==> config.mk <==
export PLATFORM = sky130hd
export DESIGN_NAME = pkt_tuple_extractor
export DESIGN_NICKNAME = d
export VERILOG_FILES = /design/src/rtl/pkt_tuple_extractor_pkg.sv /design/src/rtl/pkt_tuple_extractor.sv
export SDC_FILE = /design/constraint.sdc
export NUM_CORES = 1
export LEC_CHECK = 0
export CAP_MARGIN = 15
export CELL_PAD_IN_SITES_DETAIL_PLACEMENT = 2
export CELL_PAD_IN_SITES_GLOBAL_PLACEMENT = 2
export CORE_MARGIN = 2
export CORE_UTILIZATION = 32
export CTS_CLUSTER_SIZE = 30
export DETAILED_ROUTE_END_ITERATION = 16
export PLACE_DENSITY = 0.82
export SKIP_LAST_GASP = 1
export SLEW_MARGIN = 10
export SYNTH_ARGS = -nofsm -noshare
export SYNTH_HDL_FRONTEND = slang
export SYNTH_SLANG_ARGS = --single-unit
==> constraint.sdc <==
create_clock -name clk -period 2.9 [get_ports clk]
set_input_delay 0.29 -clock clk [delete_from_list [all_inputs] [get_ports clk]]
set_output_delay 0.29 -clock clk [all_outputs]
set_load 0.1 [all_outputs]
==> src/rtl/pkt_tuple_extractor_pkg.sv <==
// Shared constants and types for the Ethernet/IPv4 5-tuple extractor.
package pkt_pkg;

   localparam logic [15:0] ETHERTYPE_IPV4  = 16'h0800;
   localparam logic [7:0]  IPV4_VER_IHL    = 8'h45;
   localparam logic [7:0]  PROTO_TCP       = 8'd6;
   localparam logic [7:0]  PROTO_UDP       = 8'd17;
   localparam logic [3:0]  TUPLE_LAST_WORD = 4'd9;

   // Word indices within the frame where header fields live
   localparam logic [3:0]  W_ETHERTYPE = 4'd3;
   localparam logic [3:0]  W_PROTO     = 4'd5;
   localparam logic [3:0]  W_SRC_HI    = 4'd6;
   localparam logic [3:0]  W_SRC_DST   = 4'd7;
   localparam logic [3:0]  W_DST_SPORT = 4'd8;

   typedef enum logic [0:0] {PARSE, DRAIN} ext_state_t;

   typedef struct packed {
      logic [31:0] src_ip;
      logic [31:0] dst_ip;
      logic [7:0]  proto;
      logic [15:0] sport;
      logic [15:0] dport;
   } five_tuple_t;

   function automatic logic has_ports(input logic [7:0] proto);
      return (proto == PROTO_TCP) || (proto == PROTO_UDP);
   endfunction

endpackage

==> src/rtl/pkt_tuple_extractor.sv <==
// Parses an Ethernet/IPv4 word stream and presents the 5-tuple through a
// one-entry valid/ready output register; skipped frames are counted.
module pkt_tuple_extractor
   import pkt_pkg::*;
#(
   parameter int CNT_W = 16
) (
   input  logic             clk,
   input  logic             reset,
   input  logic [31:0]      s_data,
   input  logic             s_valid,
   input  logic             s_last,
   output logic             s_ready,
   output logic [71:0]      ip_pro,
   output logic [15:0]      src_port,
   output logic [15:0]      dest_port,
   output logic             tup_valid,
   input  logic             tup_ready,
   output logic [CNT_W-1:0] frames_ok,
   output logic [CNT_W-1:0] frames_drop
);

   ext_state_t  state, state_nxt;
   logic [3:0]  word_cnt, word_cnt_nxt;
   logic        xfer, hdr_ok, load_tup, drop_evt;
   logic [7:0]  cap_proto;
   logic [31:0] cap_src, cap_dst;
   logic [15:0] cap_sport;
   five_tuple_t tup_q, tup_nxt;

   // Only w9 can stall, and only when it would overwrite an unconsumed tuple
   assign s_ready = !(state == PARSE && word_cnt == TUPLE_LAST_WORD && tup_valid && !tup_ready);
   assign xfer    = s_valid && s_ready;
   assign hdr_ok  = (s_data[31:16] == ETHERTYPE_IPV4) && (s_data[15:8] == IPV4_VER_IHL);

   // NOTE: every variable written here gets a default first, so no latch is inferred.
   always_comb begin
      state_nxt    = state;
      word_cnt_nxt = word_cnt;
      load_tup     = 1'b0;
      drop_evt     = 1'b0;
      if (xfer) begin
         case (state)
            PARSE: begin
               if (word_cnt == W_ETHERTYPE && !hdr_ok) begin
                  drop_evt     = 1'b1;
                  word_cnt_nxt = '0;
                  state_nxt    = s_last ? PARSE : DRAIN;
               end else if (word_cnt == TUPLE_LAST_WORD) begin
                  load_tup     = 1'b1;
                  word_cnt_nxt = '0;
                  state_nxt    = s_last ? PARSE : DRAIN;
               end else if (s_last) begin
                  drop_evt     = 1'b1;
                  word_cnt_nxt = '0;
               end else begin
                  word_cnt_nxt = word_cnt + 4'd1;
               end
            end
            DRAIN: begin
               if (s_last) begin
                  state_nxt    = PARSE;
                  word_cnt_nxt = '0;
               end
            end
            default: state_nxt = PARSE;
         endcase
      end
   end

   always_comb begin
      tup_nxt.src_ip = cap_src;
      tup_nxt.dst_ip = cap_dst;
      tup_nxt.proto  = cap_proto;
      tup_nxt.sport  = has_ports(cap_proto) ? cap_sport      : 16'd0;
      tup_nxt.dport  = has_ports(cap_proto) ? s_data[31:16]  : 16'd0;
   end

   // NOTE: sequential state uses non-blocking assignments so all registers update together.
   always_ff @(posedge clk) begin
      if (reset) begin
         state    <= PARSE;
         word_cnt <= '0;
      end else begin
         state    <= state_nxt;
         word_cnt <= word_cnt_nxt;
      end
   end

   // NOTE: header capture registers carry no reset; they are always rewritten before use.
   always_ff @(posedge clk) begin
      if (xfer && state == PARSE) begin
         case (word_cnt)
            W_PROTO:     cap_proto <= s_data[7:0];
            W_SRC_HI:    cap_src[31:16] <= s_data[15:0];
            W_SRC_DST: begin
               cap_src[15:0]  <= s_data[31:16];
               cap_dst[31:16] <= s_data[15:0];
            end
            W_DST_SPORT: begin
               cap_dst[15:0] <= s_data[31:16];
               cap_sport     <= s_data[15:0];
            end
            default: ;
         endcase
      end
   end

   always_ff @(posedge clk) begin
      if (reset) begin
         tup_valid <= 1'b0;
         tup_q     <= '0;
      end else if (load_tup) begin
         tup_valid <= 1'b1;
         tup_q     <= tup_nxt;
      end else if (tup_ready) begin
         tup_valid <= 1'b0;
      end
   end

   always_ff @(posedge clk) begin
      if (reset) begin
         frames_ok   <= '0;
         frames_drop <= '0;
      end else begin
         if (load_tup) frames_ok   <= frames_ok + 1'b1;
         if (drop_evt) frames_drop <= frames_drop + 1'b1;
      end
   end

   assign ip_pro    = {tup_q.src_ip, tup_q.dst_ip, tup_q.proto};
   assign src_port  = tup_q.sport;
   assign dest_port = tup_q.dport;

endmodule
==> results summary <==
After clock tree synthesis, the repair step resized 0 gates. Summed over all layers, the global routing overflow is 0. In this run, synthesis produced a sequential element count of 230. The global-route track usage on met2 is 0.340. The depth of the CTS H-tree came out at 1. The total negative setup slack came out at 0 ns. The number of library cell types mapped by synthesis is 54. Clock latency on the worst-skew pair, taken at its later pin, is 0.53 ns. The total global-route track usage is 0.186. The count of input and output buffers came out at 174. The final count of pins violating max slew is 0. The area growth from synthesis to final layout came out at 31.8%.

In this run the mean area of a mapped cell was between 10 and 15 um^2. The wire length of the first global-routing pass is 39.5 mm. The portion of the post-synthesis area used by sequential elements is 0.661.

The final weighted congestion in routability-driven placement came out at just over 0.7. For met3 alone, demand over resource in global routing was 0.0294. Counting I/O delays and the setup requirement, the final critical path takes 2.61 ns. After synthesis, the cell types taking the most area are sky130_fd_sc_hd__dfxtp_1 (34%), sky130_fd_sc_hd__edfxtp_1 (32%), sky130_fd_sc_hd__nand2_1 (7.2%). The number of hold buffers added after CTS is 0. The number of maximum-capacitance constraint violations is 0. Traced cell by cell, the critical path runs through inv_1, ha_1, nand3b_1, or3_1, buf_4. The floorplan step set the die width to ~160 um. For this design the top-level I/O count stands at 175. In this run the most used layer during global routing was met2. The number of diodes came out at 0. The net count of the mapped netlist is 803.

Clock tree synthesis selected as its root buffer the cell sky130_fd_sc_hd__clkbuf_16. Setup violations remaining at the end of the flow were counted as 0. The initial antenna violation count came out at 0. The initial standard-cell utilization of the core is 0.327. The number of failing hold endpoints at the final stage is 0. The number of fill cells is approximately 2700. The buffers inserted during post-CTS setup optimization is 0.

The peak supply drop is 0.319 mV. For this design the static power due to leakage is 0.00390 uW. The path class of the tightest hold or removal check is in -> reg. The die span in y came out at 165 um. Summed over all instances, the cell type with the most area after synthesis is sky130_fd_sc_hd__dfxtp_1. The count of synthesis-stage warnings from yosys came out at 0.

The number of buffers on the longest clock path is 3. The main flop type after synthesis is sky130_fd_sc_hd__dfxtp_1. The post-synthesis async set-or-reset flop share is 0. The run finished with clean final reports. For met1 alone, demand over resource in global routing was 0.232. The first detailed-routing pass took 4 iterations.

Derived from the worst setup path, the maximum achievable clock frequency is 383 MHz. The portion of synthesized cell area occupied by the leading cell type is 0.343. At the pin with the least slew margin, the transition time is around 0.75 ns. The cell depth of the worst hold path came out at 2. For this design, the sink count on the clock tree is 230. The residual antenna-violating net count after detailed routing came out at 0.

The floorplan die area came out at 27200 um^2. The number of DRC markers after the initial detailed-route iteration is 281. The commonest cells after synthesis are sky130_fd_sc_hd__nand2_1 (159), sky130_fd_sc_hd__dfxtp_1 (142), sky130_fd_sc_hd__a21oi_1 (95), sky130_fd_sc_hd__edfxtp_1 (88), sky130_fd_sc_hd__nor2_1 (50). The post-synthesis instance total came out at 760. Buffers inserted during clock tree synthesis total 26.

The area inside the core boundary is around 25000 um^2. The via count of the first global-routing pass is 6926. The clock slew seen by the registers of the worst setup and hold paths came out at 0.06 ns. The final routed DRC violation total is 0.

Across all layers, the routed design uses around 6500 vias. For this design, the slowest cell found on the critical path is sky130_fd_sc_hd__or3_1. The worst setup path is of the reg -> out kind. The highest cell delay on the worst timing path is 0.51 ns.

The power per unit of standard cell area came out at 615 nW/um^2. The placed instances occupy a cell area of 10100 um^2. The startpoint of the worst-slack reg-to-reg timing path is word_cnt[1]$_SDFFE_PP0P_. For flop-to-flop paths, the worst setup slack is 0.45 ns. The worst path required time came out at 2.61 ns. The number of placement rows came out at 58. STA classifies the critical path startpoint as a register.

The average vias per placed instance came out at around 5. Of the cells placed in the final design, the portion with a size suffix greater than 1 is 0.217. The destination of the worst hold path is frames_ok[0]$_SDFFE_PP0P_. Among all cell types in the netlist, the one instantiated most often is sky130_fd_sc_hd__nand2_1. The TritonCTS clock tree is yes. In the finished design, the share of the clock period the worst path needs comes to 0.900. The worst setup path is captured at an output port. The count of flip-flops with a built-in enable after synthesis is 88. The wire-length estimate of the detail-placed layout is between 15 and 20 mm. The post-synthesis instance area is 8290 um^2. After routing the design area is 10900 um^2. Measured against its own limit, the worst slew margin works out to 0.499. In this run the most critical hold path is launched from reset.

The worst-case clock skew came out at just over 0.02 ns. After detailed routing, the average wire length per cell comes to between 15 and 20 um. Setup repair after global routing left no endpoint under its margin.

The reg-to-reg critical path endpoint is frames_drop[15]$_SDFFE_PP0P_. The final layout net count came out at 980. The data arrival at the endpoint of the critical path is 2.32 ns. Along the worst path, the maximum fanout reaches 6.

The total detailed-routing wirelength is 25.5 mm. The largest net degree at the start of global routing came out at 68. The path depth of the worst reg2reg path is 7.
[per-stage QoR]
stage                util  worst slack (ns)  hold WS (ns)  power (uW)  std cells
floorplan               -             0.279         0.389        3490        760
global placement    0.399            0.0496         0.444        3590       1239
detailed placement  0.399            0.0303         0.453        3590       1239
CTS                 0.432             0.277        0.0951        6810       1287
global route        0.432             0.160         0.113        6960       1287
finish              0.432             0.290         0.120        6720       1287
[state kept, by name (all words and copies together), names as in the netlist]
register / count
cap_proto: 8
state: 1
ip_pro: 72
cap_dst: 32
frames_ok: 16
word_cnt: 4
cap_src: 32
tup_valid: 1
dest_port: 16
frames_drop: 16
src_port: 16
cap_sport: 16
[placed cells by master (no fill, tap or decap), drive strengths merged, types with 32 or more instances in the layout]
cell type and instances:
nand2 159, buf 157, dfxtp 142, a21oi 95
edfxtp 88, nor2 51, clkbuf 44, clkdlybuf4s50 35
a22oi 32
[area by class of cell]
type | count | area, um^2 | area share
Tap cell | 330 | 413 | 0.0378
Sequential cell | 230 | 5490 | 0.502
Inverter | 12 | 45.0 | 0.00412
Clock inverter | 4 | 22.5 | 0.00206
Timing Repair Buffer | 192 | 1570 | 0.143
Multi-Input combinational cell | 475 | 2590 | 0.237
Clock buffer | 44 | 811 | 0.0742
[per-layer routing]
layer	up-vias	share of wire
met1	3290	0.43
met5	-	0
li1	3059	-
met2	134	0.52
met3	27	0.039
met4	0	0.014
[how the worst max path moves through the flow]
| stage | to | cells past startpoint | start |
|---|---|---|---|
| 2_1_floorplan | word_cnt[0]$_SDFFE_PP0P_ | 6 | tup_valid$_SDFFE_PP0P_ |
| 3_3_place_gp | frames_drop[4]$_SDFFE_PP0P_ | 6 | s_data[16] |
| 3_5_place_dp | frames_drop[13]$_SDFFE_PP0P_ | 7 | s_data[16] |
| 4_1_cts | s_ready | 5 | word_cnt[1]$_SDFFE_PP0P_ |
| 5_1_grt | s_ready | 5 | word_cnt[1]$_SDFFE_PP0P_ |
| 6_report | s_ready | 5 | word_cnt[1]$_SDFFE_PP0P_ |
[power by group]
part | switching [uW] | internal [uW]
clock | 1310 | 1890
combinational | 104 | 61.1
sequential | 3.77 | 3350
[worst max-delay path, delay by kind of cell (launching register included)]
family	cells	cell delay, ns
simple gates	2	0.79
buf+inv	2	0.37
fa+ha+maj	1	0.28
flops	1	0.36
[kinds of logic (layout without fill, tap and decap cells)]
family                     count (synthesis)  after routing  synth area share
and+or+nand+nor                          294            294             0.167
AOI/OAI and AO/OA                        164            164             0.121
buffers and inverters                     55            252            0.0291
DFF                                      230            230             0.661
muxes                                      1              1           0.00136
xor gates and xnor gates                  10             10            0.0106
adders and majority gates                  6              6           0.00905
No activity file was read; power rests on OpenSTA's default activity.
